===== src/rtl/img_pkg.sv =====
// Shared image-stream definitions: default raster geometry, field widths and
// the reader FSM state encoding.
package img_pkg;
   localparam int IMAGE_WIDTH_DEF  = 640;
   localparam int IMAGE_HEIGHT_DEF = 480;
   localparam int COL_W            = 10;
   localparam int ROW_W            = 10;
   localparam int PIX_W            = 8;

   typedef enum logic [1:0] {
      ST_IDLE   = 2'd0,
      ST_ACTIVE = 2'd1,
      ST_HBLANK = 2'd2,
      ST_DRAIN  = 2'd3
   } state_t;
endpackage


===== src/rtl/raster_counter.sv =====
// Column/row raster position counter with end-of-line and end-of-frame flags;
// advances one pixel per enabled cycle, wrapping to (0,0) after the last pixel.
module raster_counter
   import img_pkg::*;
#(
   parameter int WIDTH  = IMAGE_WIDTH_DEF,
   parameter int HEIGHT = IMAGE_HEIGHT_DEF
) (
   input  logic             clk,
   input  logic             reset,
   input  logic             clear,
   input  logic             enable,
   output logic [COL_W-1:0] col,
   output logic [ROW_W-1:0] row,
   output logic             end_of_line,
   output logic             end_of_frame
);
   logic [COL_W-1:0] col_reg;
   logic [ROW_W-1:0] row_reg;

   assign col          = col_reg;
   assign row          = row_reg;
   assign end_of_line  = (col_reg == COL_W'(WIDTH - 1));
   assign end_of_frame = end_of_line && (row_reg == ROW_W'(HEIGHT - 1));

   always_ff @(posedge clk) begin
      if (reset || clear) begin
         col_reg <= '0;
         row_reg <= '0;
      end else if (enable) begin
         if (end_of_line) begin
            col_reg <= '0;
            row_reg <= end_of_frame ? '0 : row_reg + 1'b1;
         end else begin
            col_reg <= col_reg + 1'b1;
         end
      end
   end
endmodule


===== src/rtl/frame_stream_source.sv =====
// Reads one raster frame from a synchronous-read frame buffer on start and
// streams it out with column/row tags, optional line blanking and pause throttle.
module frame_stream_source
   import img_pkg::*;
#(
   parameter int IMAGE_WIDTH   = 640,
   parameter int IMAGE_HEIGHT  = 480,
   parameter int HBLANK_CYCLES = 4,
   parameter int ADDR_WIDTH    = 19
) (
   input  logic                  clk,
   input  logic                  reset,
   input  logic                  start,
   input  logic                  pause,
   output logic                  mem_rd_en,
   output logic [ADDR_WIDTH-1:0] mem_addr,
   input  logic [PIX_W-1:0]      mem_rd_data,
   output logic [PIX_W-1:0]      pixel_out,
   output logic                  pixel_out_valid,
   output logic [COL_W-1:0]      col,
   output logic [ROW_W-1:0]      row,
   output logic                  busy,
   output logic                  frame_done
);
   localparam int HB_W    = (HBLANK_CYCLES > 1) ? $clog2(HBLANK_CYCLES) : 1;
   localparam int HB_LAST = (HBLANK_CYCLES > 0) ? HBLANK_CYCLES - 1 : 0;

   state_t                state_reg, state_next;
   logic [HB_W-1:0]       hb_cnt_reg;
   logic [ADDR_WIDTH-1:0] addr_reg;
   logic                  valid_reg;
   logic [COL_W-1:0]      col_reg;
   logic [ROW_W-1:0]      row_reg;
   logic [PIX_W-1:0]      pix_hold_reg;

   logic                  accept, issue, blank_done;
   logic [COL_W-1:0]      issue_col;
   logic [ROW_W-1:0]      issue_row;
   logic                  eol, eof;

   assign accept     = (state_reg == ST_IDLE) && start;
   assign issue      = (state_reg == ST_ACTIVE) && !pause;
   assign blank_done = (hb_cnt_reg == HB_W'(HB_LAST));

   raster_counter #(
      .WIDTH  (IMAGE_WIDTH),
      .HEIGHT (IMAGE_HEIGHT)
   ) u_raster (
      .clk          (clk),
      .reset        (reset),
      .clear        (accept),
      .enable       (issue),
      .col          (issue_col),
      .row          (issue_row),
      .end_of_line  (eol),
      .end_of_frame (eof)
   );

   always_comb begin
      state_next = state_reg;
      case (state_reg)
         ST_IDLE:   if (start) state_next = ST_ACTIVE;
         ST_ACTIVE: begin
            if (issue && eol) begin
               if (eof)                    state_next = ST_DRAIN;
               else if (HBLANK_CYCLES > 0) state_next = ST_HBLANK;
               else                        state_next = ST_ACTIVE;
            end
         end
         ST_HBLANK: if (blank_done) state_next = ST_ACTIVE;
         ST_DRAIN:  state_next = ST_IDLE;
         default:   state_next = ST_IDLE;
      endcase
   end

   // Issue-side tags are delayed one stage so they line up with the RAM's read data.
   always_ff @(posedge clk) begin
      if (reset) begin
         state_reg    <= ST_IDLE;
         hb_cnt_reg   <= '0;
         addr_reg     <= '0;
         valid_reg    <= 1'b0;
         col_reg      <= '0;
         row_reg      <= '0;
         pix_hold_reg <= '0;
      end else begin
         state_reg  <= state_next;
         hb_cnt_reg <= (state_reg == ST_HBLANK && !blank_done) ? hb_cnt_reg + 1'b1 : '0;
         if (accept)     addr_reg <= '0;
         else if (issue) addr_reg <= addr_reg + 1'b1;
         valid_reg <= issue;
         if (issue) begin
            col_reg <= issue_col;
            row_reg <= issue_row;
         end
         if (valid_reg) pix_hold_reg <= mem_rd_data;
      end
   end

   assign mem_rd_en       = issue;
   assign mem_addr        = addr_reg;
   assign pixel_out       = valid_reg ? mem_rd_data : pix_hold_reg;
   assign pixel_out_valid = valid_reg;
   assign col             = col_reg;
   assign row             = row_reg;
   assign busy            = (state_reg != ST_IDLE);
   assign frame_done      = (state_reg == ST_DRAIN);
endmodule


===== config.mk =====
export PLATFORM = sky130hd
export DESIGN_NAME = frame_stream_source
export DESIGN_NICKNAME = d
export VERILOG_FILES = /design/src/rtl/img_pkg.sv /design/src/rtl/raster_counter.sv /design/src/rtl/frame_stream_source.sv
export SDC_FILE = /design/constraint.sdc
export NUM_CORES = 1
export LEC_CHECK = 0
export CAP_MARGIN = 40
export CELL_PAD_IN_SITES_DETAIL_PLACEMENT = 0
export CELL_PAD_IN_SITES_GLOBAL_PLACEMENT = 2
export CORE_MARGIN = 2
export CORE_UTILIZATION = 27
export DETAILED_ROUTE_END_ITERATION = 10
export PLACE_DENSITY_LB_ADDON = 0.3
export SLEW_MARGIN = 10
export SYNTH_ARGS = -nofsm -noshare
export SYNTH_HDL_FRONTEND = slang
export SYNTH_SLANG_ARGS = --single-unit
export TNS_END_PERCENT = 30

===== constraint.sdc =====
create_clock -name clk -period 1.8 [get_ports clk]
set_input_delay 0.27 -clock clk [delete_from_list [all_inputs] [get_ports clk]]
set_output_delay 0.27 -clock clk [all_outputs]
set_load 0.005 [all_outputs]

# --- After elaboration in Yosys (flattened, before gate mapping) ---
# Index checks and enable logic that the tools add are counted.
word_totals:
  ff_bits: 72
  inputBits: 12
  output_inout_bits: 51
  wordCells: 45
op_classes:
  addsub: 4
  eq_ne: 9
  mux: 8
  n_bitwise: 1
  n_reduce_logical: 14
ops:
  columns: ["operator", "count"]
  rows:
  - ["10-bit by 1-bit adder with 10-bit output (second input constant)", 2]
  - ["10-bit 2-to-1 mux", 2]
  - ["19-bit by 1-bit adder with 19-bit output (second input constant)", 1]
  - ["10-bit == test (second input constant)", 1]
  - ["10-bit by 9-bit == test with 1-bit output (second input constant)", 1]
  - ["8-bit 2-to-1 mux", 1]
  - ["2-bit one-hot mux with 4 select lines", 1]
  - ["2-bit == test (second input constant)", 3]
  - ["2-bit 2-to-1 mux", 3]
  - ["1-bit logical AND", 5]
  - ["2-bit != test (second input constant)", 2]
  - ["2-bit OR reduction", 2]
  - ["3-bit AND reduction", 1]
  - ["2-bit by 1-bit adder with 2-bit output (second input constant)", 1]
  - ["2-bit by 1-bit == test with 1-bit output (second input constant)", 1]
  - ["1-bit zero test", 2]
  - ["2-bit zero test", 1]
  - ["2-bit by 1-bit != test with 1-bit output (second input constant)", 1]
  - ["2-bit AND reduction", 1]
  - ["2-bit nonzero test", 1]
  - ["1-bit logical OR", 1]
  - ["1-bit 2-to-1 mux", 1]
  - ["1-bit NOT", 1]

# --- Longest topological paths before layout ---
# Gate-level depths: netlist of run 1.
logic_depth:
  word_depth: 5
  ltp_mapped: 7
  mapped_depth_nobuf: 5

# --- Cells and area by module ---
# From an unflattened synthesis of run 1, not the netlist that was laid out.
unflattened:
  cells_unflattened: 358
  area_unflattened_um2: 3169.3
modules_own_cells:
  columns: ["mod", "instances", "cells_each", "area_each_um2", "seq_area_each_um2"]
  rows:
  - ["frame_stream_source", 1, 241, 2122.0, 1041.0]
  - ["raster_counter", 1, 117, 1047.3, 400.4]

# --- Worst setup path after synthesis of run 1 ---
# Ideal clock, no wire load.
synth_path:
  path_type: "register to register"
  startpoint: "reg state_reg[0]"
  endpoint: "reg u_raster.row_reg[8] (netlist: u_raster.row[8])"
  setup_ps: 74
  arrival_ps: 1697
  required_ps: 1726
  path_slack_ps: 28
  path_stages_with_launch: 7
  path_buffers: 1
  synth_period_minus_slack_ps: 1772
  path_cell_list: "dfxtp_1 or3b_1 buf_2 clkinv_2 nand4_4 or4_1 a31oi_1"
synth_between:
  elab_chain_cells: 3
  elab_cells_between_ends: 6
  classes_between: "eq/ne: 1; reduce/logical: 5"
synth_lines:
  columns: ["element", "line", "source"]
  rows:
  - ["from (decl)", "frame_stream_source.sv:28", "state_t state_reg, state_next;"]
  - ["from (signal assigned)", "frame_stream_source.sv:87", "state_reg <= state_next;"]
  - ["2-bit by 1-bit == test with 1-bit output or 2-bit zero test (tied branches)", "frame_stream_source.sv:42, frame_stream_source.sv:41", null]
  - ["1-bit logical AND (on tied branches)", "frame_stream_source.sv:42, frame_stream_source.sv:41", null]
  - ["2-bit AND reduction (no line) or 1-bit logical OR (tied branches)", null, null]
  - ["to (signal assigned)", "raster_counter.sv:33", "row_reg <= end_of_frame ? '0 : row_reg + 1'b1;"]
  - ["to (decl)", "raster_counter.sv:19", "logic [ROW_W-1:0] row_reg;"]
# Several ways; a longest one is shown, not always the timed one.
# A chain may end at the register's enable or synchronous reset.

# --- Worst setup path in the final report of run 1 ---
layout_path:
  startpoint: "reg state_reg[0]"
  endpoint: "out mem_rd_en"
layout_between:
  elab_chain_cells: 2
layout_lines:
  columns: ["element", "line", "source"]
  rows:
  - ["2-bit by 1-bit == test with 1-bit output", "frame_stream_source.sv:42", "assign issue = (state_reg == ST_ACTIVE) && !pause;"]
  - ["1-bit logical AND", "frame_stream_source.sv:42", null]
  - ["to (decl)", "frame_stream_source.sv:15", "output logic mem_rd_en,"]
# Every way passes these cells.

==> results.json, run 1 <==
{
  "outcome": "complete, no violations",
  "cts.clk_slew.worst_paths_ps": 50,
  "diodes": 0,
  "antenna_found_initial": 0,
  "routed_wl_um": 7844,
  "yosys_warnings": 0,
  "post-route-period-util_pct": 96.06,
  "synth_nets": 375,
  "rows": 38,
  "cts_buffer_depth": 2,
  "cts_tree": "built",
  "grt_overflow": 0,
  "avgSynthCellArea_sq_um": 8.539,
  "num_io_pins": 63,
  "cap_violations": 0,
  "die-area_sq_um": 12220,
  "worst_hold_slack_ps": 434.8,
  "die_x_um": 110.6,
  "area_growth_pct": 46.65,
  "htreeDepth": 3,
  "synth.distinct_cells": 39,
  "async_flop_share_pct": 0,
  "largest_register_ffs": 19,
  "grt_util_all_layers_pct": 13.00,
  "numCtsBuffers": 9,
  "synth_ff_type": "dfxtp_1",
  "crit_path_start_kind": "flop",
  "wl_per_cell_um": 13.05,
  "worstPathMaxFanout": 5,
  "drc": 0,
  "finalSetupViolations": 0,
  "relSlewSlack_pct": 75.68,
  "fmax_ghz": 0.5783,
  "core-area_sq_um": 10940,
  "worst_slack_ps": 70.94,
  "fin_nets": 472,
  "ys_seq_elements": 72,
  "drv_slew": 0,
  "holdBufCountCts": 0,
  "synth_area_sq_um": 3065,
  "port_buffers": 62,
  "ys_seq_area_share_pct": 47.02,
  "worstSetupPathType": "reg -> out",
  "grt_pass1_wl_um": 13150,
  "leakagePower_nw": 1.623,
  "grt_pass1_vias": 2685,
  "p_per_area_nw_per_um2": 794.9,
  "cp_data_required_time_ps": 1530,
  "nFillCells": 1157,
  "post-dp-hpwl_um": 5527,
  "critPathArrivalTime_ps": 1460,
  "stdcell_area_sq_um": 4496,
  "via_per_inst": 4.696,
  "period_needed_ps": 1729,
  "routabilityCongestion": 0.7894,
  "grt_max_degree": 32,
  "start_util_pct": 28.03,
  "layout-drive-gt1-share_pct": 17.35,
  "vias": 2822,
  "vdd_ir_drop_max_mv": 0.4622,
  "drtIter0Drc": 80,
  "end_kind": "output pin",
  "rsz0062_at_grt": "no",
  "place_ws_ps": -392.5,
  "detail-route-antenna-nets": 0,
  "die-height_um": 110.6,
  "dpl_cell_area_sq_um": 4095,
  "fin_skew_ps": 6.079,
  "min-delay-path-class": "reg -> reg",
  "synth_edf_count": 0,
  "numClockSinks": 72,
  "cts_root_buffer": "clkbuf_16",
  "drtPass1Iterations": 4,
  "tightest_slew_ps": 364.2,
  "syn_inst": 359,
  "clk_latency_ps": 330,
  "final-hold-violation-count": 0
}
## cell usage in the layout (no fill, tap or decap), types with 2 or more instances in the layout
master / netlist / routed
a31oi_1: 6 / 6
clkdlybuf4s50_1: 0 / 51
nor3b_1: 3 / 3
buf_4: 0 / 39
or2_2: 2 / 2
nand2_1: 68 / 68
or4bb_1: 2 / 2
a21oi_1: 38 / 38
ha_1: 4 / 4
o211ai_1: 4 / 4
o31ai_1: 4 / 4
nor2b_1: 8 / 8
dfxtp_1: 72 / 69
dlygate4sd2_1: 0 / 10
nor2_1: 23 / 23
dfxtp_4: 0 / 2
or4_1: 5 / 5
and4bb_2: 2 / 2
clkinv_2: 1 / 2
nand4_1: 7 / 7
xor2_1: 6 / 6
buf_12: 0 / 2
nand3_1: 13 / 12
nor4_2: 0 / 2
nor3_1: 5 / 5
clkbuf_8: 0 / 2
o21ai_0: 8 / 8
and3_1: 3 / 3
and4_1: 6 / 5
and2_1: 5 / 5
clkbuf_16: 0 / 10
clkbuf_1: 12 / 2
mux2_2: 8 / 8
or3_1: 11 / 11
inv_1: 5 / 5
xnor2_1: 10 / 10
## power breakdown
group / total [mW] / switching [mW] / internal [mW] / leakage, nW
Sequential: 1.61 / 0.00689 / 1.60 / 0.582
Combinational: 0.173 / 0.0860 / 0.0871 / 0.891
Clock: 1.79 / 0.646 / 1.14 / 0.150
Total: 3.57 / 0.739 / 2.83 / 1.62
## worst max-delay path, stage by stage, from the launching register on
cell and delay [ps]:
dfxtp_4 360, or3b_4 410, inv_4 100, dlygate4sd2_1 270
## synthesized netlist by cell type (all sizes together), types with 2 or more instances
master / number / area (sq um)
nand3: 13 / 65.06
buf: 7 / 31.28
mux2: 8 / 90.09
and3: 3 / 18.77
a21oi: 38 / 190.2
nor4: 3 / 18.77
and4: 6 / 52.55
nor2: 23 / 86.33
nor3: 5 / 25.02
o31ai: 4 / 30.03
o21ai: 8 / 40.04
o211ai: 4 / 30.03
clkbuf: 12 / 45.04
nand2: 68 / 255.2
or4: 5 / 37.54
and2: 5 / 31.28
nand4: 8 / 65.06
or3: 11 / 68.82
nor3b: 3 / 22.52
or4bb: 2 / 22.52
xor2: 6 / 52.55
nor2b: 8 / 50.05
xnor2: 10 / 87.58
a31oi: 6 / 37.54
or2: 2 / 12.51
ha: 4 / 50.05
inv: 5 / 18.77
dfxtp: 72 / 1441
and4bb: 2 / 25.02
## kinds of logic (layout without fill, tap and decap cells)
group           Yosys count  in the layout  synth area share, %
xor+xnor                 16             16                4.571
compound gates           64             64                11.80
flops                    72             72                47.02
mux                       8              8                2.939
buf+inv                  25            127                3.265
simple gates            170            170                28.78
fa+ha+maj                 4              4                1.633
## routing by layer
metal | global-route usage [%] | wire length, um | up-vias
li1 | - | - | 1455
met1 | 17.12 | 3878 | 1313
met2 | 19.92 | 3468 | 43
met3 | 3.842 | 375 | 11
met4 | 5.250 | 121 | 0
met5 | 0 | 0 | -
## layout make-up
cell class,instances,area [sq um],share of cell area [%]
Timing Repair Buffer,105,983.4,21.88
Clock buffer,13,260.3,5.789
Multi-Input combinational cell,262,1562,34.73
Inverter,6,25.02,0.5566
Clock inverter,3,40.04,0.8906
Tap cell,140,175.2,3.896
Sequential cell,72,1450,32.26
## repair_timing
action | CTS | global route
pin swaps | 0 | 5
buffers inserted | 0 | 4
gates resized for setup | 16 | 11
gates cloned | 0 | 1
endpoints found under the setup margin | 20 | 15
## per-stage QoR
step	TNS [ps]	power, mW	util [%]	cells
global route	0	3.706	41.11	601
floorplan	0	1.724	-	359
global placement	-6723	1.823	37.45	580
finish	0	3.573	41.11	601
detailed placement	-7551	1.823	37.45	580
CTS	0	3.633	40.19	596
## worst paths after layout
check                 from              end  slack, ps  cells past startpoint
max reg2reg   state_reg[0]  u_raster.row[8]         80                      5
min          hb_cnt_reg[0]    hb_cnt_reg[0]        430                      1
min reg2reg  hb_cnt_reg[0]    hb_cnt_reg[0]        430                      1
max           state_reg[0]        mem_rd_en         70                      3
(Power assumes the default switching activity.)
==> run 2, diff against run 1 <==
Settings changed: CELL_PAD_IN_SITES_DETAIL_PLACEMENT 0 to 1, CELL_PAD_IN_SITES_GLOBAL_PLACEMENT 2 to 1, CORE_MARGIN 2 to 4, CORE_UTILIZATION 27 to 38.
Clock period 1.8 ns to 1.85 ns, I/O delays scaled along.
==> run 2 against run 1 <==
  * Die area is 22% lower
  * Core utilization rose by 13 points
  * Register-to-register slack improved by 50 ps
  * Final area decreased by 6.7%
  * Sequential share of layout area up 2.3 points
  * Largest power group is now registers
  * Routed wire length rose by 5.8%
  * Final cell count down 9.5%
  * Via count grew 0.82%
  * Non-clock buffer count fell by 19
  * Critical endpoint is now mem_addr[11]
  * Clock skew about the same
==> results.json, run 2 (synthesis gave the netlist of run 1 again) <==
{
  "outcome": "complete, no violations",
  "area_growth_pct": 36.82,
  "p_comb_share_pct": 4.8,
  "holdBufCountCts": 0,
  "routed_wl_um": 8300,
  "swShare_pct": 20.78,
  "die-height_um": 97.82,
  "grt_pass1_vias": 3005,
  "via_per_inst": 5.230,
  "layout-drive-gt1-share_pct": 13.57,
  "grt_max_degree": 35,
  "dpl_cell_area_sq_um": 3930,
  "fmax_ghz": 0.5672,
  "critPathArrivalTime_ps": 2040,
  "diodes": 0,
  "finalSetupViolations": 0,
  "period_needed_ps": 1763,
  "worst_hold_slack_ps": 450.6,
  "stdcell_area_sq_um": 4194,
  "largest_register_ffs": 19,
  "numCtsBuffers": 9,
  "port_buffers": 62,
  "fin_skew_ps": 5.649,
  "post-dp-hpwl_um": 5766,
  "cts_tree": "built",
  "post-route-period-util_pct": 95.29,
  "crit_path_start_kind": "input port",
  "tightest_slew_ps": 355.0,
  "r2r-start": "state_reg[1]",
  "cts_root_buffer": "clkbuf_8",
  "final_cell_mix": "dfxtp_1 (69), nand2_1 (68), clkdlybuf4s50_1 (53)",
  "start_util_pct": 39.47,
  "final-hold-violation-count": 0,
  "rr_worst_depth": 6,
  "vias": 2845,
  "end_kind": "flop",
  "grt_util_all_layers_pct": 18.02,
  "rows": 32,
  "p_int_mw": 2.601,
  "cts_setup_buffers": 0,
  "drc": 0,
  "routabilityCongestion": 0.7646,
  "power_switching_uw": 682.0,
  "cap_violations": 0,
  "critPathLaunch": "pause",
  "antenna_found_initial": 0,
  "core-area_sq_um": 7767,
  "cp_data_required_time_ps": 2120,
  "cts.clk_slew.worst_paths_ps": 70,
  "reg2reg_setup_slack_ps": 130,
  "totalPowerFinal_mw": 3.283,
  "p_per_area_nw_per_um2": 782.8,
  "num_io_pins": 63,
  "worstSetupPathType": "in -> reg",
  "drv_slew": 0,
  "r2r_end": "u_raster.row[6]",
  "detail-route-antenna-nets": 0,
  "grt_overflow": 0,
  "vdd_ir_drop_max_mv": 0.4260,
  "die_x_um": 97.82,
  "clkPwrFrac_pct": 47.5,
  "worstPathMaxFanout": 8,
  "fin_nets": 453,
  "drtIter0Drc": 75,
  "worst_slack_ps": 87.07,
  "clk_latency_ps": 340,
  "seqPwrFrac_pct": 47.7,
  "relSlewSlack_pct": 76.11,
  "place_ws_ps": -291.6,
  "grt_pass1_wl_um": 14410,
  "rsz0062_at_grt": "no",
  "endpoint": "mem_addr[11]",
  "leakagePower_nw": 1.455,
  "cts_buffer_depth": 2,
  "numClockSinks": 72,
  "die-area_sq_um": 9568,
  "drtPass1Iterations": 4,
  "min-delay-path-class": "reg -> reg",
  "final_common_cell": "dfxtp_1",
  "htreeDepth": 3,
  "wl_per_cell_um": 15.26
}
## run 2: final cells by class
class	count	area, sq um
flip-flops and latches	72	1448
clock buffers	11	151.4
multi-input cells	262	1535
inverters	6	23.77
repair buffers	86	805.8
fillers	938	3573
well taps	102	127.6
clock inverters	5	102.6
## run 2: how the worst min path moves through the flow
stage,startpoint,end,slack [ps],cells after the start
after global routing,hb_cnt_reg[0],hb_cnt_reg[0],470,1
after CTS,hb_cnt_reg[0],hb_cnt_reg[0],450,1
after global placement,hb_cnt_reg[0],hb_cnt_reg[0],420,1
final,hb_cnt_reg[0],hb_cnt_reg[0],450,1
after floorplan,hb_cnt_reg[0],hb_cnt_reg[0],410,1
after detailed placement,hb_cnt_reg[0],hb_cnt_reg[0],430,1
## run 2: critical path, stage by stage
cell	delay [ps]
clkdlybuf4s50_1	450
and4bb_2	350
nand3_1	220
or4_1	570
a21oi_1	160
## run 2: power groups by stage
stage / logic (mW) / registers [mW] / clock network, mW
floorplan: 0.0768 / 1.60 / 0
global placement: 0.161 / 1.60 / 0
detailed placement: 0.163 / 1.60 / 0
CTS: 0.160 / 1.57 / 1.60
global route: 0.175 / 1.57 / 1.66
finish: 0.158 / 1.57 / 1.56
## run 2: what timing repair did
item	CTS	global route
resized for setup	13	5
cloned	0	0
setup endpoints to repair	9	10
## run 2: routing by layer
| metal | global-route usage, % | share of wire [%] | wire, um |
|---|---|---|---|
| met5 | 0 | 0 | 0 |
| met4 | 6.603 | 1.2 | 98 |
| met3 | 4.429 | 4.3 | 353 |
| met2 | 31.21 | 50 | 4122 |
| met1 | 21.67 | 45 | 3724 |
## run 2: stage by stage
| step | instances | utilization (%) | setup TNS [ps] |
|---|---|---|---|
| final | 544 | 53.99 | 0 |
| after floorplan | 359 | - | 0 |
| after global placement | 528 | 50.60 | -4688 |
| after detailed placement | 528 | 50.60 | -5840 |
| after global routing | 544 | 53.99 | 0 |
| after CTS | 544 | 53.82 | 0 |
